===== config.mk =====
export PLATFORM = sky130hd
export DESIGN_NAME = sub_serial_32
export DESIGN_NICKNAME = d
export VERILOG_FILES = /design/src/rtl/sub_serial_pkg.sv /design/src/rtl/sub_slice_8.sv /design/src/rtl/sub_serial_32.sv
export SDC_FILE = /design/constraint.sdc
export NUM_CORES = 1
export LEC_CHECK = 0
export CORE_AREA = 5 5 98 100
export DETAILED_ROUTE_END_ITERATION = 16
export DIE_AREA = 0 0 103 105
export PLACE_DENSITY = 0.89
export SETUP_SLACK_MARGIN = 0.5
export SYNTH_ARGS = -nofsm -noshare
export SYNTH_HDL_FRONTEND = slang
export SYNTH_SLANG_ARGS = --single-unit

===== constraint.sdc =====
create_clock -name iClk -period 7 [get_ports iClk]
set_clock_uncertainty 0.05 [all_clocks]
set_input_delay 1.75 -clock iClk [delete_from_list [all_inputs] [get_ports iClk]]
set_output_delay 1.75 -clock iClk [all_outputs]
set_load 0.1 [all_outputs]

===== src/rtl/sub_serial_pkg.sv =====
// Shared definitions for the serial subtractor: slice width, counter sizing and FSM states.
package sub_serial_pkg;

  localparam int unsigned SliceW    = 8;
  // Largest supported slice count; sets the slice counter width.
  localparam int unsigned MaxSlices = 16;
  localparam int unsigned CntW      = $clog2(MaxSlices);

  typedef enum logic [1:0] {
    StIdle = 2'd0,
    StSub  = 2'd1,
    StNeg  = 2'd2,
    StDone = 2'd3
  } state_e;

endpackage


===== src/rtl/sub_slice_8.sv =====
// Combinational 8-bit slice adder (a + b + cin) built on a generate/propagate carry network.
module sub_slice_8
  import sub_serial_pkg::*;
(
  input  logic [SliceW-1:0] a_i,
  input  logic [SliceW-1:0] b_i,
  input  logic              cin_i,
  output logic [SliceW-1:0] sum_o,
  output logic              cout_o
);

  logic [SliceW-1:0] g;
  logic [SliceW-1:0] p;
  logic [SliceW:0]   c;

  assign g = a_i & b_i;
  assign p = a_i ^ b_i;

  always_comb begin
    c    = '0;
    c[0] = cin_i;
    for (int unsigned i = 0; i < SliceW; i++) begin
      c[i+1] = g[i] | (p[i] & c[i]);
    end
  end

  assign sum_o  = p ^ c[SliceW-1:0];
  assign cout_o = c[SliceW];

endmodule


===== src/rtl/sub_serial_32.sv =====
// Slice-serial subtractor D = A - B - Bin, one 8-bit slice per clock, LSB first.
// Define SUB_SERIAL_ABS_EN to return |A - B - Bin| via an extra negate pass.
module sub_serial_32
  import sub_serial_pkg::*;
#(
  parameter int unsigned WIDTH = 32
) (
  input  logic             iClk,
  input  logic             iRst_n,
  input  logic             iValid,
  output logic             oReady,
  input  logic [WIDTH-1:0] iA,
  input  logic [WIDTH-1:0] iB,
  input  logic             iBin,
  output logic             oValid,
  input  logic             iReady,
  output logic [WIDTH-1:0] oD,
  output logic             oBout,
  output logic             oZ
);

  localparam int unsigned N = WIDTH / SliceW;

  state_e            state_q, state_d;
  logic [WIDTH-1:0]  a_q, a_d;
  logic [WIDTH-1:0]  nb_q, nb_d;
  logic [WIDTH-1:0]  d_q, d_d;
  logic [CntW-1:0]   k_q, k_d;
  logic              carry_q, carry_d;
  logic              zero_q, zero_d;
  logic              bout_q, bout_d;

  logic [SliceW-1:0] sl_a, sl_b, sl_sum;
  logic              sl_cout;
  logic              last_slice;

  assign last_slice = (k_q == CntW'(N - 1));

  // Operand mux: A/~B during SUB, 0/~D during NEG.
  always_comb begin
    sl_a = '0;
    sl_b = '0;
    for (int unsigned i = 0; i < N; i++) begin
      if (k_q == CntW'(i)) begin
`ifdef SUB_SERIAL_ABS_EN
        if (state_q == StNeg) begin
          sl_a = '0;
          sl_b = ~d_q[i*SliceW +: SliceW];
        end else begin
          sl_a = a_q[i*SliceW +: SliceW];
          sl_b = nb_q[i*SliceW +: SliceW];
        end
`else
        sl_a = a_q[i*SliceW +: SliceW];
        sl_b = nb_q[i*SliceW +: SliceW];
`endif
      end
    end
  end

  sub_slice_8 u_slice (
    .a_i   (sl_a),
    .b_i   (sl_b),
    .cin_i (carry_q),
    .sum_o (sl_sum),
    .cout_o(sl_cout)
  );

  always_comb begin
    state_d = state_q;
    a_d     = a_q;
    nb_d    = nb_q;
    d_d     = d_q;
    k_d     = k_q;
    carry_d = carry_q;
    zero_d  = zero_q;
    bout_d  = bout_q;

    unique case (state_q)
      StIdle: begin
        if (iValid) begin
          a_d     = iA;
          nb_d    = ~iB;
          carry_d = ~iBin;
          k_d     = '0;
          zero_d  = 1'b1;
          bout_d  = 1'b0;
          state_d = StSub;
        end
      end
      StSub: begin
        for (int unsigned i = 0; i < N; i++) begin
          if (k_q == CntW'(i)) d_d[i*SliceW +: SliceW] = sl_sum;
        end
        carry_d = sl_cout;
        zero_d  = zero_q & (sl_sum == '0);
        k_d     = k_q + CntW'(1);
        if (last_slice) begin
          k_d     = '0;
          bout_d  = ~sl_cout;
          state_d = StDone;
`ifdef SUB_SERIAL_ABS_EN
          if (!sl_cout) begin
            carry_d = 1'b1;
            zero_d  = 1'b1;
            state_d = StNeg;
          end
`endif
        end
      end
`ifdef SUB_SERIAL_ABS_EN
      StNeg: begin
        for (int unsigned i = 0; i < N; i++) begin
          if (k_q == CntW'(i)) d_d[i*SliceW +: SliceW] = sl_sum;
        end
        carry_d = sl_cout;
        zero_d  = zero_q & (sl_sum == '0);
        k_d     = k_q + CntW'(1);
        if (last_slice) begin
          k_d     = '0;
          state_d = StDone;
        end
      end
`endif
      StDone: begin
        if (iReady) state_d = StIdle;
      end
      default: state_d = StIdle;
    endcase
  end

  always_ff @(posedge iClk) begin
    if (!iRst_n) begin
      state_q <= StIdle;
      a_q     <= '0;
      nb_q    <= '0;
      d_q     <= '0;
      k_q     <= '0;
      carry_q <= 1'b0;
      zero_q  <= 1'b0;
      bout_q  <= 1'b0;
    end else begin
      state_q <= state_d;
      a_q     <= a_d;
      nb_q    <= nb_d;
      d_q     <= d_d;
      k_q     <= k_d;
      carry_q <= carry_d;
      zero_q  <= zero_d;
      bout_q  <= bout_d;
    end
  end

  assign oReady = (state_q == StIdle);
  assign oValid = (state_q == StDone);
  assign oD     = d_q;
  assign oBout  = bout_q;
  assign oZ     = zero_q;

endmodule


==> flow_summary.yaml, run 1 <==
outcome:
  outcome: "finished clean"
grt:
  antenna_found_initial: 0
  grt_max_degree: 105
  grt_pass1_wl_um: 19470
  track_usage_pct: 22.35
  overflow: 0
  first_global_vias: 4046
final_layout:
  drive_gt1_share_pct: 4.886
  utilization_pct: 67.18
  regArea_sq_um: 2102
  syn_to_final_growth_pct: 26.34
  final_cell_mix: "105 x dfxtp_1, 104 x clkdlybuf4s50_1, 86 x a21oi_1"
  multi_input_area_sq_um: 2220
  nNetsFinal: 690
  fin_area_sq_um: 5773
  n_fill_cell: 690
  n_antenna_cell: 0
  final_common_cell: "dfxtp_1"
sta:
  hold_viol: 0
  finalCritPeriodShare_pct: 79.41
  rsz0062_at_grt: "no"
  finalSetupTns_ps: 0
  min_period_ps: 5559
  setup_violations: 0
  worst_pin_slew_ps: 1048
  maxSlewHeadroom_pct: 30.12
  fin_ws_ps: 1441
  fmax_mhz: 179.9
  drv_slew: 0
drt:
  ant_nets: 0
  vias: 4209
  vias_per_cell: 5.830
  drt_pass1_iterations: 5
  drc_errors: 0
  wirelength_um: 12050
  dr.first_iter.drc_count: 338
  wire_per_inst_um: 16.69
setup_path:
  arrival_ps: 5810
  critPathMaxFanout: 26
  criticalPathCategory: "reg -> reg"
  cp.required_ps: 7250
  startpoint_type: "register"
  cp-end-kind: "register"
clock_tree:
  clock_path_buffers: 2
  root_buffer: "clkbuf_8"
  postCtsSetupBuffers: 0
  cts.clk_slew.worst_paths_ps: 100
  clk_latency_ps: 380
  cts.sinks: 105
  ctsHtreeMaxLevel: 3
  cts_tree: "built"
  cts_resized: 0
  cts_buffers: 9
  hold_buffers: 0
placed_design:
  place_area_sq_um: 5562
  io_buffer_count: 104
  gp_congestion: 0.9091
  dp_slack_ps: 1558
  hpwl_um: 8756
die:
  core_area_sq_um: 8593
  die_area_sq_um: 10820
  pin_count: 105
  die_w_um: 103
  core.rowCount: 34
  die_h_um: 105
  start_util_pct: 53.17
synthesis:
  synth.distinct_cells: 36
  syn_area_per_cell_sq_um: 8.478
  yosys_warnings: 0
  synth_nets: 620
  synthCells: 539
  synth_area_sq_um: 4569
  synth-seq-area-share_pct: 46.00
  ys_seq_elements: 105
power_and_ir_drop:
  p_leak_uw: 0.002045
  cellPowerDensity_nw_per_um2: 234.4
  vdd_ir_drop_max_uv: 129.1
worst_hold_path:
  hp-class: "reg -> reg"
job:
  maxCapViolations: 0
-- routing by layer --
| layer | wire, um | up-vias | track usage [%] |
|---|---|---|---|
| met3 | 863 | 26 | 4.664 |
| met1 | 5171 | 1959 | 30.11 |
| li1 | - | 2034 | - |
| met2 | 5736 | 190 | 34.78 |
| met4 | 282 | 0 | 8.881 |
| met5 | 0 | - | 0 |
-- critical path, cell delays in order, from the launching register on --
cell       delay (ps)
dfxtp_1           410
inv_1              80
ha_1              510
nor4b_4           830
a2bb2oi_1         180
o21ai_1           240
fa_1              220
fa_1              200
fa_1              180
inv_1              60
fa_1              380
fa_1              400
fa_1              420
fa_1              380
inv_1              80
fa_1              490
nor2_1            130
nand4_1           110
a21oi_1           120
-- state kept, by name, summed over array words and instances, names as in the netlist --
register	cells
oBout	1
k_q	4
oZ	1
a_q	32
nb_q	32
carry_q	1
state_q	2
oD	32
-- power breakdown --
group	internal [uW]	switching, uW	leakage [uW]
clock	201	200	0.0000995
sequential	633	25.9	0.000860
combinational	110	184	0.00109
total	944	409	0.00205
-- cell families (layout without fill, tap and decap cells) --
group	Yosys count	in the layout	share of synthesized area (%)
muxes	2	2	0.4381
AOI/OAI and AO/OA	205	205	27.33
and+or+nand+nor	156	156	16.07
buffers and inverters	59	134	5.559
DFF	105	105	46.00
adders and majority gates	12	12	4.600
-- metrics by stage --
stage	power, uW	hold WS, ps	std cells
after floorplan	862.9	383.2	539
after global placement	952.3	395.8	706
after detailed placement	962.3	400.1	706
after CTS	1353	412.0	722
after global routing	1408	432.2	722
final	1353	412.8	722
-- synth_stat cells --
cell	number	area, sq um
a211oi_1	48	360.4
a21oi_1	86	430.4
a221oi_1	1	8.760
a2bb2oi_1	24	210.2
a32oi_1	1	8.760
and2_1	1	6.260
and4_1	1	8.760
buf_2	17	85.08
buf_4	1	7.510
buf_6	1	11.26
clkbuf_1	29	108.9
dfxtp_1	105	2102
fa_1	8	160.2
ha_1	4	50.05
inv_1	10	37.54
inv_2	1	3.750
mux2i_1	2	20.02
nand2_1	77	289.0
nand2b_1	2	12.51
nand3_1	18	90.09
nand4_1	1	6.260
nor2_1	38	142.6
nor2_2	3	18.77
nor2b_1	2	12.51
nor3b_2	2	25.02
nor4b_4	2	47.55
nor4bb_1	1	10.01
o211ai_1	1	7.510
o21ai_0	36	180.2
o21ai_1	7	35.03
o21bai_1	1	7.510
or2_2	2	12.51
or3_1	2	12.51
or3b_1	1	8.760
or3b_2	2	17.52
or4b_4	1	13.76
-- final timing paths --
kind                   startpoint              endpoint  slack (ps)  cells past startpoint
min reg2reg  a_q[23]$_SDFFE_PN0P_  a_q[23]$_SDFFE_PN0P_         410                      2
min          a_q[23]$_SDFFE_PN0P_  a_q[23]$_SDFFE_PN0P_         410                      2
max reg2reg   k_q[1]$_SDFFE_PN0P_       oZ$_SDFFE_PN0P_        1440                     18
max           k_q[1]$_SDFFE_PN0P_       oZ$_SDFFE_PN0P_        1440                     18
-- area by class of cell --
class | instances | area share (%)
Multi-Input combinational cell | 375 | 38.45
Sequential cell | 105 | 36.41
Timing Repair Buffer | 107 | 18.42
Tap cell | 108 | 2.341
Clock buffer | 11 | 2.276
Clock inverter | 5 | 1.387
Inverter | 11 | 0.7152
Note: power is estimated with default switching activity, not from simulation.
==> inputs of run 2 (changes only) <==
Settings changed: CORE_AREA 5 5 98 100 to 5 5 107 109, DIE_AREA 0 0 103 105 to 0 0 112 114, PLACE_DENSITY 0.89 to 0.8.
Clock period 7 ns to 4.6 ns, I/O delays scaled along.
==> flow_summary.yaml, run 2 (synthesis results as in run 1) <==
clock_tree:
  cts_tree: "built"
  root_buffer: "clkbuf_8"
  cts_buffers: 9
  cts.clk_slew.worst_paths_ps: 90
  hold_buffers: 0
  clk_latency_ps: 370
  cts.sinks: 105
  ctsHtreeMaxLevel: 3
  clock_path_buffers: 2
final_layout:
  final_common_cell: "clkdlybuf4s50_1"
  n_antenna_cell: 0
  regArea_sq_um: 2112
  multi_input_area_sq_um: 2349
  nNetsFinal: 710
  final_cell_mix: "104 x clkdlybuf4s50_1, 101 x dfxtp_1, 83 x a21oi_1"
  n_fill_cell: 893
  drive_gt1_share_pct: 13.41
  fin_area_sq_um: 6173
  syn_to_final_growth_pct: 35.10
setup_path:
  criticalPathCategory: "reg -> reg"
  startpoint_type: "register"
  cp.required_ps: 4790
  critPathMaxFanout: 5
  r2r-start: "k_q[1]$_SDFFE_PN0P_"
  cp-startpoint: "k_q[1]$_SDFFE_PN0P_"
  cp-end-kind: "register"
  arrival_ps: 4510
  reg2reg_slack_ps: 280
drt:
  ant_nets: 0
  wirelength_um: 12810
  wire_per_inst_um: 16.54
  vias: 4316
  vias_per_cell: 5.576
  drt_pass1_iterations: 5
  dr.first_iter.drc_count: 225
  drc_errors: 0
sta:
  rsz0062_at_grt: "yes"
  hold_viol: 0
  setup_violations: 0
  worst_pin_slew_ps: 991.5
  drv_slew: 0
  min_period_ps: 4323
  finalCritPeriodShare_pct: 93.97
  fmax_mhz: 231.3
  finalSetupTns_ps: 0
  maxSlewHeadroom_pct: 33.69
power_and_ir_drop:
  p_leak_uw: 0.002191
  p_sw_uw: 642.9
  pwr-share-comb_pct: 22.4
  clockPowerShare_pct: 31.9
  switching_share_pct: 29.26
  vdd_ir_drop_max_uv: 172.9
  cellPowerDensity_nw_per_um2: 355.9
  intPower_uw: 1554
  power_frac_seq_pct: 45.6
placed_design:
  place_area_sq_um: 5752
  hpwl_um: 9266
  io_buffer_count: 104
  gp_congestion: 0.8957
worst_hold_path:
  worstHoldStart: "a_q[2]$_SDFFE_PN0P_"
  hp-class: "reg -> reg"
die:
  core.rowCount: 38
  core_area_sq_um: 10510
  die_area_sq_um: 12770
  start_util_pct: 43.49
  pin_count: 105
  die_h_um: 114
  die_w_um: 112
grt:
  overflow: 0
  track_usage_pct: 19.47
  grt_pass1_wl_um: 20270
  antenna_found_initial: 0
  grt_max_degree: 97
  first_global_vias: 4225
job:
  maxCapViolations: 0
outcome:
  outcome: "finished clean"
run 2: what timing repair did:
item | in CTS | in global routing
resized for setup | 16 | 8
setup buffers | 7 | 3
pin swaps | 7 | 4
setup endpoints to repair | 7 | 7
run 2: worst paths after layout:
path,to,depth (start not counted)
setup / recovery,oD[31]$_SDFFE_PN0P_,19
setup reg to reg,oD[31]$_SDFFE_PN0P_,19
hold / removal,a_q[2]$_SDFFE_PN0P_,2
hold reg to reg,a_q[2]$_SDFFE_PN0P_,2
run 2: routing by layer:
metal  GRT usage (%)  up-vias  wire, um  share of wire, %
met3           4.934       35      1008               7.9
met4           6.330        0       321               2.5
li1                -     2078         -                 -
met2           33.45      194      6300                49
met5               0        -         0                 0
met1           24.05     2009      5174                40
run 2: worst max-delay path, cell delays in order (launching register included):
cell,delay [ps]
dfxtp_4,390
inv_4,50
ha_4,170
nor4b_4,270
buf_4,180
a2bb2oi_2,60
o21ai_2,170
fa_2,240
fa_2,210
fa_2,190
inv_2,40
fa_2,340
fa_2,360
fa_2,350
fa_2,340
inv_2,60
fa_2,460
buf_4,160
nand3_2,60
a21oi_2,50
run 2: stage by stage:
stage               hold slack [ps]  utilization [%]  power (uW)  setup slack (ps)  std cells
floorplan                     383.2                -        1327             125.2        539
global placement              399.2            54.74        1473             260.0        748
detailed placement            400.5            54.74        1484             142.1        748
CTS                           415.3            58.25        2187             350.3        771
global route                  437.7            58.75        2274             119.7        774
finish                        417.6            58.75        2197             277.3        774
run 2: power groups by stage:
| stage | clock network [uW] | logic [uW] | registers, uW |
|---|---|---|---|
| after floorplan | 0 | 231 | 1100 |
| after global placement | 0 | 452 | 1020 |
| after detailed placement | 0 | 462 | 1020 |
| after CTS | 708 | 479 | 1000 |
| after global routing | 739 | 527 | 1010 |
| final | 702 | 493 | 1000 |
run 2: layout make-up:
cell class / instances / share of cell area (%)
tap: 140 / 2.837
multi-input combinational: 375 / 38.04
clock inverter: 4 / 1.601
inverter: 11 / 0.7499
sequential: 105 / 34.21
clock buffer: 12 / 2.513
timing repair buffer: 127 / 20.04
==> inputs of run 3 (changes only) <==
Settings changed: SLEW_MARGIN from default to 20.
==> results of run 3 <==
No change in the layout: final DEF, timing and power equal those of run 2.
